--- src/rtl/game_state_tx.sv ---
// Kart state link transmitter: snapshots the local player state on each frame trigger and
// serialises it as a fixed-length AXI-Stream byte packet.
// Optional feature macro: GAME_TX_CHECKSUM_EN appends an XOR checksum byte (bytes 1..7).
module game_state_tx #(
    parameter logic [7:0]  HEADER = 8'hA5,
    parameter int unsigned DROP_W = 8
) (
    input  logic              clk,
    input  logic              rst,
    input  logic              send_trig_i,
    input  logic [10:0]       player_x_i,
    input  logic [10:0]       player_y_i,
    input  logic [8:0]        player_dir_i,
    input  logic [2:0]        game_stat_i,
    input  logic              rst_req_i,
    input  logic              m_tready_i,
    output logic              m_tvalid_o,
    output logic [7:0]        m_tdata_o,
    output logic              m_tlast_o,
    output logic              busy_o,
    output logic [3:0]        seq_o,
    output logic [DROP_W-1:0] drop_cnt_o
);

`ifdef GAME_TX_CHECKSUM_EN
    localparam logic [3:0] LastIdx = 4'd8;
`else
    localparam logic [3:0] LastIdx = 4'd7;
`endif

    typedef enum logic [0:0] {StIdle, StSend} state_e;

    state_e            state_q;
    logic [3:0]        idx_q;
    logic [10:0]       x_q;
    logic [10:0]       y_q;
    logic [8:0]        dir_q;
    logic [2:0]        stat_q;
    logic              flag_q;
    logic [3:0]        seq_q;
    logic              pending_q;
    logic              rst_flag_req_q;
    logic [DROP_W-1:0] drop_cnt_q;
    logic              tvalid_q;
    logic [7:0]        tdata_q;
    logic              tlast_q;

    logic [3:0]        idx_nxt;
    logic [7:0]        next_byte;
    logic              accept;
    logic              last_accept;
    logic              start;

    // Next byte to present after an accept, taken from the latched snapshot.
    always_comb begin
        idx_nxt   = idx_q + 4'd1;
        next_byte = 8'h00;
        case (idx_nxt)
            4'd1:    next_byte = {5'b0, x_q[10:8]};
            4'd2:    next_byte = x_q[7:0];
            4'd3:    next_byte = {5'b0, y_q[10:8]};
            4'd4:    next_byte = y_q[7:0];
            4'd5:    next_byte = {7'b0, dir_q[8]};
            4'd6:    next_byte = dir_q[7:0];
            4'd7:    next_byte = {seq_q, flag_q, stat_q};
`ifdef GAME_TX_CHECKSUM_EN
            4'd8:    next_byte = {5'b0, x_q[10:8]} ^ x_q[7:0] ^ {5'b0, y_q[10:8]} ^ y_q[7:0]
                                 ^ {7'b0, dir_q[8]} ^ dir_q[7:0] ^ {seq_q, flag_q, stat_q};
`endif
            default: next_byte = 8'h00;
        endcase
    end

    // Handshake decode; a pending trigger restarts straight off the last-byte accept.
    always_comb begin
        accept      = tvalid_q && m_tready_i;
        last_accept = accept && (idx_q == LastIdx);
        start       = ((state_q == StIdle) && (send_trig_i || pending_q))
                      || (last_accept && pending_q);
    end

    // Packet FSM with registered stream outputs, snapshot and trigger bookkeeping.
    always_ff @(posedge clk) begin
        if (rst) begin
            state_q        <= StIdle;
            idx_q          <= 4'd0;
            x_q            <= 11'd0;
            y_q            <= 11'd0;
            dir_q          <= 9'd0;
            stat_q         <= 3'd0;
            flag_q         <= 1'b0;
            seq_q          <= 4'd0;
            pending_q      <= 1'b0;
            rst_flag_req_q <= 1'b0;
            drop_cnt_q     <= '0;
            tvalid_q       <= 1'b0;
            tdata_q        <= 8'h00;
            tlast_q        <= 1'b0;
        end else begin
            // A trigger while busy (including the last-accept cycle) queues or is dropped.
            if ((state_q == StSend) && send_trig_i) begin
                if (pending_q) begin
                    if (drop_cnt_q != '1) begin
                        drop_cnt_q <= drop_cnt_q + {{(DROP_W-1){1'b0}}, 1'b1};
                    end
                end else begin
                    pending_q <= 1'b1;
                end
            end

            if (start) begin
                state_q        <= StSend;
                idx_q          <= 4'd0;
                x_q            <= player_x_i;
                y_q            <= player_y_i;
                dir_q          <= player_dir_i;
                stat_q         <= game_stat_i;
                flag_q         <= rst_flag_req_q | rst_req_i;
                rst_flag_req_q <= 1'b0;
                seq_q          <= seq_q + 4'd1;
                pending_q      <= 1'b0;
                tvalid_q       <= 1'b1;
                tdata_q        <= HEADER;
                tlast_q        <= 1'b0;
            end else begin
                if (rst_req_i) begin
                    rst_flag_req_q <= 1'b1;
                end
                if ((state_q == StSend) && accept) begin
                    if (last_accept) begin
                        state_q  <= StIdle;
                        tvalid_q <= 1'b0;
                        tdata_q  <= 8'h00;
                        tlast_q  <= 1'b0;
                    end else begin
                        idx_q   <= idx_nxt;
                        tdata_q <= next_byte;
                        tlast_q <= (idx_nxt == LastIdx);
                    end
                end
            end
        end
    end

    assign m_tvalid_o = tvalid_q;
    assign m_tdata_o  = tdata_q;
    assign m_tlast_o  = tlast_q;
    assign busy_o     = (state_q != StIdle);
    assign seq_o      = seq_q;
    assign drop_cnt_o = drop_cnt_q;

endmodule

--- config.mk ---
export PLATFORM = sky130hd
export DESIGN_NAME = game_state_tx
export DESIGN_NICKNAME = d
export VERILOG_FILES = /design/src/rtl/game_state_tx.sv
export SDC_FILE = /design/constraint.sdc
export NUM_CORES = 1
export LEC_CHECK = 0
export CORE_ASPECT_RATIO = 1.2
export CORE_UTILIZATION = 45
export CTS_CLUSTER_DIAMETER = 50
export DETAILED_ROUTE_END_ITERATION = 16
export GPL_TIMING_DRIVEN = 0
export PLACE_DENSITY_LB_ADDON = 0.12
export SETUP_SLACK_MARGIN = 0.02
export SLEW_MARGIN = 20
export SYNTH_ARGS = -nofsm -noshare
export SYNTH_HDL_FRONTEND = slang
export SYNTH_SLANG_ARGS = --single-unit
export TNS_END_PERCENT = 5
--- constraint.sdc ---
create_clock -name clk -period 1.88 [get_ports clk]
set_clock_uncertainty 0.1 [all_clocks]
set_input_delay 0.564 -clock clk [delete_from_list [all_inputs] [get_ports clk]]
set_output_delay 0.564 -clock clk [all_outputs]
set_load 0.02 [all_outputs]
==> impl_results.md, run 1 <==
- Placed Area: 3750 sq um
- TritonCTS buffer count: 9
- Slowest cell delay on critical path: 440 ps
- CTS Root Cell: clkbuf_8
- Share of cells above drive strength 1: 18.2%
- Final WS setup: -65.7 ps
- Drt total wl: 8.08 mm
- Synth Instances: 369
- Initial antenna violation count: 0
- CP required: 2000 ps
- Avg WL per Cell: 14.9 microns
- Setup slack, reg-to-reg: -70 ps
- Routed vias: 2941
- Htree depth: 3
- Diode count: 0
- Largest family of logic cells by synthesized area: compound AO/OA/AOI/OAI gates
- Synth top area share: 41.5%
- DR pass1 iterations: 5
- Die extent in y: 92.0 microns
- Site Rows: 32
- Power per standard cell area: 769 nW/um^2
- Post-route antenna net violation count: 0
- FMAX: 0.514 GHz
- Net Sw Power: 0.909 mW
- First-pass GRT wire length: 13.2 mm
- RSZ-0062 raised after global routing: yes
- Post-DP HPWL: 5.69 mm
- Critical path startpoint category: register
- Hold Startpoint: m_tdata_o[6]$_SDFFE_PP0P_
- Fin. Hold Viols: 0
- Maxcap violations: 0
- Post-route cell area: 4210 sq um
- Final Cycle Share: 103%
- Dominant synthesized flop cell: dfxtp_1
- Die width: 77.0 microns
- Seq pwr share: 45.6%
- Ys Warns: 0
- Clk Latency, worst-skew pair: 350 ps
- CTS Sinks: 63
- Routability cong.: 0.891
- Worst path buffer plus inverter count: 1
- EDFF count, synth: 0
- DRC viols: 0
- Final setup fails: 6
- Largest cells by area after synthesis: dfxtp_1 (41%), nand2_1 (11%), a21oi_1 (9.2%), ha_1 (2.9%), nor2_1 (2.7%)
- Final min period: 1950 ps
- Total power: 3.24 mW
- Vias in the first global route: 2776
- WHS: 353 ps
- Seq/Total Area, Yosys: 41.5%
- XOR/XNOR Fraction of Synth Area: 2.88%
- Remaining global-route overflow: 0
- Setup TNS: -185 ps
- Cell Int Power: 2.33 mW
- Final Slew Violations: 0
- Min-delay worst type: register to register
- Gr usage total: 24.0%
- Switching share of power: 28.0%
- Mux contribution to synthesized area: 2.76%
- #FFs+latches synth: 63
- Final-stage net count: 497
- Unique masters post-synth: 59
- Arrival @ worst endpoint: 2060 ps
- Peak VDD IR: 0.470 mV
- Vias/cell: 5.44
- Hold_buf cts: 0
- Post-synth net total: 415
- Synthesized area: 3040 sq um
- Run status: finished, violations left
- TritonCTS clock tree: built
- DRT iter0 DRCs: 219
- Largest net degree at the start of global routing: 13
- R2R Path Start: idx_q[0]$_SDFFE_PP0P_
- PortBufs: 60
- Setup CP Type: register to register
- Initial Util: 46.9%
- Setup crit end kind: register
- Crit. Startpoint: idx_q[0]$_SDFFE_PP0P_
- Comb pwr share: 16.5%
- Ports: 62
- Clk slew on worst S/H paths: 70 ps
- Actual slew at the worst max-slew pin: 530 ps
- Simple-Gate Fraction of Synth Area: 20.7%
- Synth Area in Adders: 2.88%
- Failing checks: negative setup slack
- Synth area leader: dfxtp_1
- Clock Power Share: 37.9%
- Core Region: 6490 sq um
- Compound-gate portion of the synthesized area: 24.1%
- Leak Pwr: 1.65 nW
- Worst-case clock buffer depth: 2
- Relative slew slack: 64.7%
- Area grow syn2layout: 38.6%
- CP max FO: 7
- DIE AREA: 7090 sq um
- Syn Area/Cell: 8.24 sq um
- Crit path max-delay family: compound AO/OA/AOI/OAI gates
- Slowest cell on crit path: a222oi_1
- Crit-path cells: inv_6 > ha_4 > a222oi_1 > a22oi_1 > a211o_1 > o21ai_1 > a21oi_1
- Async SR Flop Fraction: 0%
==> per-stage QoR <==
| step | utilization (%) | cells | worst slack (ps) |
|---|---|---|---|
| floorplan | - | 369 | 2.89 |
| global placement | 57.9 | 514 | -654 |
| detailed placement | 57.9 | 514 | -655 |
| CTS | 63.4 | 537 | -164 |
| global route | 64.9 | 541 | -142 |
| finish | 64.9 | 541 | -65.7 |
==> registers in the layout, indices dropped and copies added, names as in the netlist, 3 cells and up <==
name        flops
stat_q          3
seq_o           4
dir_q           9
y_q            11
idx_q           4
m_tdata_o       8
drop_cnt_o      8
x_q            11
==> cell usage in the layout, fill, tap and decap left out, types with 4 or more instances in the layout <==
| cell type | synthesis | final |
|---|---|---|
| nand2_1 | 90 | 89 |
| dfxtp_1 | 63 | 59 |
| a21oi_1 | 56 | 56 |
| clkdlybuf4s50_1 | 0 | 35 |
| dlygate4sd2_1 | 0 | 23 |
| nor2_1 | 22 | 22 |
| buf_4 | 3 | 21 |
| clkbuf_8 | 0 | 10 |
| clkbuf_1 | 9 | 7 |
| o21ai_1 | 8 | 7 |
| buf_6 | 1 | 6 |
| xor2_1 | 6 | 6 |
| a222oi_1 | 6 | 6 |
| nand4_1 | 5 | 5 |
| mux2i_1 | 5 | 5 |
| nand3_2 | 2 | 4 |
| o32ai_1 | 4 | 4 |
| xnor2_1 | 4 | 4 |
==> layer usage <==
metal	global-route usage (%)	vias to the layer above	part of all wire [%]
met5	0	-	0
met4	10.2	0	1.6
met3	4.98	14	5.1
met2	42.4	97	50
met1	27.8	1364	43
li1	-	1466	-
==> path summary, 6_finish.rpt <==
kind,endpoint,cells past startpoint
worst max-delay path,m_tdata_o[0]$_SDFFE_PP0P_,7
worst min-delay path,m_tdata_o[6]$_SDFFE_PP0P_,2
worst max register to register,m_tdata_o[0]$_SDFFE_PP0P_,7
worst min register to register,m_tdata_o[6]$_SDFFE_PP0P_,2
==> what timing repair did <==
action | in CTS | in global routing
gates cloned | 0 | 0
buffers inserted | 7 | 5
endpoints found under the setup margin | 78 | 56
pin swaps | 13 | 11
resized for setup | 60 | 20
==> synth_stat cells (all sizes together) (3+ instances only) <==
master   n
nor3     3
mux2i    5
o32ai    4
xor2     6
o21ai   11
a21oi   57
nor4     3
nand2   90
inv      4
buf     18
a21boi   3
dfxtp   63
nor2    22
a222oi   6
mux2     3
nand4    5
clkbuf  10
nand3    5
ha       7
xnor2    4
a22oi    3
==> worst register-to-register path, delay by kind of cell (launching register included) <==
family                     cells  cell delay [ps]
DFF                            1              410
buffers and inverters          1               60
AOI/OAI and AO/OA              5             1060
adders and majority gates      1              190
==> cell families after synthesis <==
kind of cell               Yosys count
and+or+nand+nor                    141
AOI/OAI and AO/OA                  108
DFF                                 63
buffers and inverters               32
xor gates and xnor gates            10
muxes                                8
adders and majority gates            7
==> power by group through the flow <==
| stage | combinational [mW] | clock [mW] | sequential (mW) |
|---|---|---|---|
| 4_1_cts | 0.523 | 1.24 | 1.47 |
| 6_report | 0.536 | 1.23 | 1.48 |
| 3_3_place_gp | 0.469 | 0 | 1.50 |
| 5_1_grt | 0.590 | 1.31 | 1.49 |
| 2_1_floorplan | 0.259 | 0 | 1.51 |
| 3_5_place_dp | 0.475 | 0 | 1.51 |
==> final cells by class <==
type	instances	area [sq um]
Buffer	27	215
Tap cell	85	106
Multi-Input combinational cell	274	1720
Fill cell	604	2270
Inverter	4	20.0
Clock buffer	10	138
Timing Repair Buffer	72	674
Clock inverter	6	68.8
Sequential cell	63	1270
No activity file was read; power rests on OpenSTA's default activity.
==> run 2: changes to the inputs <==
Settings changed: SLEW_MARGIN 20 to 10.
==> results of run 2 <==
No change in the layout: final DEF, timing and power equal those of run 1.
==> run 3: changes to the inputs <==
Settings changed: SLEW_MARGIN 10 to 20.
==> results of run 3 <==
No change in the layout: final DEF, timing and power equal those of run 1.
